--- src/rtl/piso_pkg.sv ---
// Shared definitions for the serial blocks: FSM state encoding and the
// helper that sizes bit counters.
package piso_pkg;

  typedef enum logic {
    IDLE  = 1'b0,
    SHIFT = 1'b1
  } state_t;

  // Smallest counter width able to hold the index width-1 (minimum 1 bit).
  function automatic int cnt_width(input int width);
    int w;
    w = 1;
    while ((1 << w) < width) w++;
    return w;
  endfunction

endpackage

--- src/rtl/piso_bit_cnt.sv ---
// Saturating bit-index counter for the serializer: restarts at zero on
// rst_cnt and never advances past WIDTH-1.
module piso_bit_cnt
  import piso_pkg::*;
#(
  parameter int WIDTH = 8,
  parameter int CW    = cnt_width(WIDTH)
) (
  input  logic          clk,
  input  logic          clear,
  input  logic          rst_cnt,
  input  logic          inc,
  output logic [CW-1:0] count,
  output logic          at_last
);

  localparam logic [CW-1:0] LAST_IDX = CW'(WIDTH - 1);

  logic [CW-1:0] count_reg;

  always_ff @(posedge clk or negedge clear) begin
    if (!clear) begin
      count_reg <= '0;
    end else if (rst_cnt) begin
      count_reg <= '0;
    end else if (inc && !at_last) begin
      count_reg <= count_reg + CW'(1);
    end
  end

  assign at_last = (count_reg == LAST_IDX);
  assign count   = count_reg;

endmodule

--- src/rtl/piso_tx.sv ---
// Parallel-in serial-out transmitter with shift_en strobe, stall support and
// back-to-back reload in the final-bit cycle.
module piso_tx
  import piso_pkg::*;
#(
  parameter int WIDTH     = 8,
  parameter bit MSB_FIRST = 1
) (
  input  logic             clk,
  input  logic             clear,
  input  logic [WIDTH-1:0] din,
  input  logic             load_valid,
  output logic             load_ready,
  input  logic             shift_en,
  output logic             sout,
  output logic             sout_valid,
  output logic             sout_last,
  output logic             done
);

  localparam int            CW       = cnt_width(WIDTH);
  localparam logic [CW-1:0] LAST_IDX = CW'(WIDTH - 1);

  state_t           state_reg;
  logic [WIDTH-1:0] shreg_reg;
  logic [WIDTH-1:0] shreg_next;
  logic             done_reg;
  logic [CW-1:0]    cnt;
  logic             at_last;
  logic             advance;
  logic             last_consumed;
  logic             accept;

  assign advance       = (state_reg == SHIFT) && shift_en;
  assign last_consumed = advance && at_last;
  // Ready in the final-bit cycle lets the next word follow with no gap.
  assign load_ready    = (state_reg == IDLE) || last_consumed;
  assign accept        = load_valid && load_ready;

  assign sout_valid = (state_reg == SHIFT);
  assign sout_last  = sout_valid && (cnt == LAST_IDX);
  assign done       = done_reg;

  generate
    if (MSB_FIRST) begin : g_msb
      assign shreg_next = {shreg_reg[WIDTH-2:0], 1'b0};
      assign sout       = sout_valid & shreg_reg[WIDTH-1];
    end else begin : g_lsb
      assign shreg_next = {1'b0, shreg_reg[WIDTH-1:1]};
      assign sout       = sout_valid & shreg_reg[0];
    end
  endgenerate

  always_ff @(posedge clk or negedge clear) begin
    if (!clear) begin
      state_reg <= IDLE;
      shreg_reg <= '0;
      done_reg  <= 1'b0;
    end else begin
      done_reg <= last_consumed;
      if (accept) begin
        shreg_reg <= din;
        state_reg <= SHIFT;
      end else if (advance) begin
        shreg_reg <= shreg_next;
        if (at_last) state_reg <= IDLE;
      end
    end
  end

  piso_bit_cnt #(
    .WIDTH (WIDTH),
    .CW    (CW)
  ) u_bit_cnt (
    .clk     (clk),
    .clear   (clear),
    .rst_cnt (accept | last_consumed),
    .inc     (advance),
    .count   (cnt),
    .at_last (at_last)
  );

endmodule

--- config.mk ---
export PLATFORM = sky130hd
export DESIGN_NAME = piso_tx
export DESIGN_NICKNAME = d
export VERILOG_FILES = /design/src/rtl/piso_pkg.sv /design/src/rtl/piso_bit_cnt.sv /design/src/rtl/piso_tx.sv
export SDC_FILE = /design/constraint.sdc
export NUM_CORES = 1
export LEC_CHECK = 0
export CORE_AREA = 2 2 43 45
export CTS_CLUSTER_SIZE = 10
export DETAILED_ROUTE_END_ITERATION = 6
export DIE_AREA = 0 0 45 47
export PLACE_DENSITY = 0.8
export REMOVE_ABC_BUFFERS = 1
export SYNTH_ARGS = -nofsm -noshare
export SYNTH_HDL_FRONTEND = slang
export SYNTH_SLANG_ARGS = --single-unit
--- constraint.sdc ---
create_clock -name clk -period 3.95 [get_ports clk]
set_clock_uncertainty 0.2 [all_clocks]
set_input_delay 0.79 -clock clk [delete_from_list [all_inputs] [get_ports clk]]
set_output_delay 0.79 -clock clk [all_outputs]
set_load 0.01 [all_outputs]
==> Yosys cells after proc, flatten, opt, wreduce, memory -nomap -nowiden <==
Cells that the tools add are included.
{ "totals": {"ff_bits": 13, "in_bits": 12, "out_inout_bits": 5, "wordCells": 27} }
{ "classes": {"n_addsub": 1, "eq_ne": 1, "muxes": 7, "bitwise": 3, "n_reduce_logical": 11} }
{ "op_table": {"columns": ["cell", "count"], "rows": [
  ["two-way mux 8 bit", 2],
  ["two-way mux 3 bit", 2],
  ["nonzero test 2 bit", 3],
  ["logical AND 1 bit", 5],
  ["adder 3 x 1 -> 3 bit (second input constant)", 1],
  ["equality test 3 bit (second input constant)", 1],
  ["two-way mux 1 bit", 3],
  ["AND reduction 2 bit", 1],
  ["bitwise AND 1 bit", 1],
  ["logical NOT 1 bit", 1],
  ["logical OR 1 bit", 1],
  ["NOT 1 bit", 1],
  ["OR 1 bit", 1]
]} }

==> Logic depth before layout (Yosys ltp) <==
{ "depth": {"ltp_word": 6, "mapped_depth": 6, "mapped_depth_nobuf": 5} }

==> By module <==
Synthesis repeated with hierarchy kept, for this count alone.
{ "hier_totals": {"cells_unflattened": 61, "hier_area_um2": 658.1} }
{ "modules_own_cells": {"columns": ["module", "n_inst", "cells_each", "area_each_um2", "seq_area_each_um2"], "rows": [
  ["piso_tx", 1, 46, 474.2, 250.2],
  ["piso_bit_cnt", 1, 15, 183.9, 75.1]
]} }

==> Worst setup path before layout <==
Ideal clock, no wire load.
{ "synth_path": {"kind": "input to output", "start": "input shift_en", "end": "output load_ready", "arrival_time_ns": 1.088, "path_slack_ns": 1.872, "path_stages": 3, "path_cell_list": "buf_2 > nand2_1 > nand2_1"} }
{ "synth_between": {"elab_chain_len": 3} }
{ "synth_lines": {"columns": ["element", "line_no", "rtl"], "rows": [
  ["from (decl)", "piso_tx.sv:14", "input logic shift_en,"],
  ["logical AND 1 bit", "piso_tx.sv:34", "assign advance = (state_reg == SHIFT) && shift_en;"],
  ["logical AND 1 bit", "piso_tx.sv:35", "assign last_consumed = advance && at_last;"],
  ["logical OR 1 bit", "piso_tx.sv:37", "assign load_ready = (state_reg == IDLE) || last_consumed;"],
  ["to (decl)", "piso_tx.sv:13", "output logic load_ready,"]
]} }
No other way between the ends.

==> Worst setup path after layout <==
Ends and elaborated chain as after synthesis.

==> impl_results.md <==
* Number of synthesized register bits at 13
* Clock sinks at 13
* Ys async rst share at 1.00
* Critical path class: in -> out
* IO buf count at 16
* Critical path startpoint category: input pin
* Final period utilization at 0.795
* VDD IR max at 249 µV
* Netlist cell types at 20
* Mapped Avg Cell Area at 10.4 µm²
* Total GRT Usage at 0.173
* Status: finished clean
* Drt total wl at 1590 µm
* Vias per cell at 5.62
* Die width at 45 µm
* FF/Latch Area at 325 µm²
* Worst EP arrival at 2150 ps
* Post-CTS resize count at 0
* Clock-pin slew on the worst setup and hold paths at 80 ps
* Placeable core area at 0.00165 mm²
* Max-cap viol count at 0
* Critical Path RT at 2960 ps
* Largest net degree at the start of global routing at 26
* Ports at 17
* DRC at 0
* Synth area leaders: dfrtp_1, mux2i_1, mux2_4
* DRT iter0 DRCs at 3
* Die H at 47 µm
* Vias in the first global route at 586
* Worst Hold Class: reg -> reg
* Total chip power at 0.000479 W
* CP max FO at 17
* Worst setup EP type: output port
* Clock buffer depth at 2
* Min Tclk post-route at 3140 ps
* Avg WL per Cell at 14.2 µm
* Area Growth Syn to Fin at 20.1%
* Postcts setup bufs at 0
* CTS root buffer: clkbuf_4
* Setup TNS at 0 ps
* Fillers at 144
* Endpoints failing hold at 0
* # H-tree levels at 1
* DRT Pass-1 Iters at 2
* Syn. warnings at 0
* Initial antenna violation count at 0
* CTS tree: done
* Antenna cell count at 0
* Initial Util at 0.508
* RSZ-0062 raised after global routing: false
* Highest clock rate at 319 MHz
* Largest register FFs at 8
* Pins Over Slew Limit at 0
* Seq/Total Area, Yosys at 0.387
* Post-Syn Area at 840 µm²
* Worst Max-Slew Pin Slew at 754 ps
* Power Density at 475 mW/mm²
* Footprint of the multi-input gates at 457 µm²
* Cts bufs inserted at 3
* Die ar. at 0.00212 mm²
* Most common cell in the netlist: dfrtp_1
* Lkg Pwr at 0.490 nW
* HPWL after DPL at 1050 µm
* Share of cells above drive strength 1 at 0.126
* Final GP Congestion at 0.727
* EDFF count, synth at 0
* Worst skew pair latency at 270 ps
* Antenna Violating Nets Remaining at 0
* Hold_buf cts at 0
* Synth top cells by count: dfrtp_1, nand2b_1, mux2i_1, o22ai_1, a21oi_1
* Final net count at 110
* Slew HR at 0.497
* Cell type contributing the most total cell area after synthesis: dfrtp_1
* GRT overflow at 0
* Primary FF master, synth: dfrtp_1
* Share of the synthesized area in the top cell type at 0.387
* Row cnt at 15
* Final setup vio count at 0
* Vias at 629
* First-pass GRT wire length at 2630 µm
* Cells after synthesis at 81
==> worst max-delay path: stages <==
cell and delay, ps:
clkdlybuf4s50_1 450, buf_4 200, nand2_1 70, nand2_1 90
clkdlybuf4s50_1 550
==> worst paths after layout <==
path,start,endpoint,slack (ps),depth (start not counted)
max,shift_en,load_ready,810,5
max reg2reg,sout_valid,shreg_reg[6],2110,3
max in group asynchronous,clear,shreg_reg[3],2470,1
min reg2reg,u_bit_cnt.count[1],u_bit_cnt.count[1],350,1
min in group asynchronous,clear,shreg_reg[7],700,1
min,u_bit_cnt.count[1],u_bit_cnt.count[1],350,1
==> cell type report <==
cell class	count	share of cell area
sequential	13	0.323
tap	17	0.0211
multi-input combinational	58	0.453
clock buffer	4	0.0261
inverter	3	0.0112
timing repair buffer	17	0.166
==> metal layers <==
layer | vias to the layer above | global-route usage | wire [µm] | part of all wire
met1 | 295 | 0.222 | 786 | 0.50
met3 | 4 | 0.0346 | 55 | 0.035
li1 | 317 | - | - | -
met4 | 0 | 0.0706 | 24 | 0.015
met2 | 13 | 0.289 | 719 | 0.45
met5 | - | 0 | 0 | 0
==> cells by family after synthesis <==
| logic type | synth area share |
|---|---|
| AOI/OAI and AO/OA | 0.151 |
| adders and majority gates | 0.0298 |
| buffers and inverters | 0.0685 |
| DFF | 0.387 |
| muxes | 0.224 |
| and+or+nand+nor | 0.140 |
==> placed cells by master, fill, tap and decap left out, drive strengths merged <==
cell	synthesis	routed
and2	2	2
clkdlybuf4s50	0	16
ha	2	2
nand4	1	1
inv	3	3
nand2b	10	10
and3	1	1
mux2i	9	9
o221ai	1	1
buf	7	1
clkbuf	0	4
mux2	7	7
dfrtp	13	13
nor2	1	1
a21oi	7	7
o22ai	9	9
a22o	3	3
nand2	5	5
==> stage by stage <==
| stage | hold slack (ps) | instances | util | setup slack, ps | area (µm²) |
|---|---|---|---|---|---|
| 6_report | 348 | 112 | 0.611 | 812 | 1010 |
| 5_1_grt | 381 | 112 | 0.611 | 739 | 1010 |
| 4_1_cts | 344 | 112 | 0.611 | 808 | 1010 |
| 3_5_place_dp | 324 | 108 | 0.595 | 820 | 982 |
| 3_3_place_gp | 318 | 108 | 0.595 | 821 | 982 |
| 2_1_floorplan | 291 | 74 | - | 1910 | 793 |
==> where the power goes <==
| part | total [W] | internal [W] | leakage, nW | switching [W] |
|---|---|---|---|---|
| clock | 0.0000798 | 0.0000391 | 0.0150 | 0.0000408 |
| sequential | 0.000208 | 0.000173 | 0.150 | 0.0000343 |
| combinational | 0.000191 | 0.000116 | 0.325 | 0.0000749 |
Note: power is estimated with default switching activity, not from simulation.
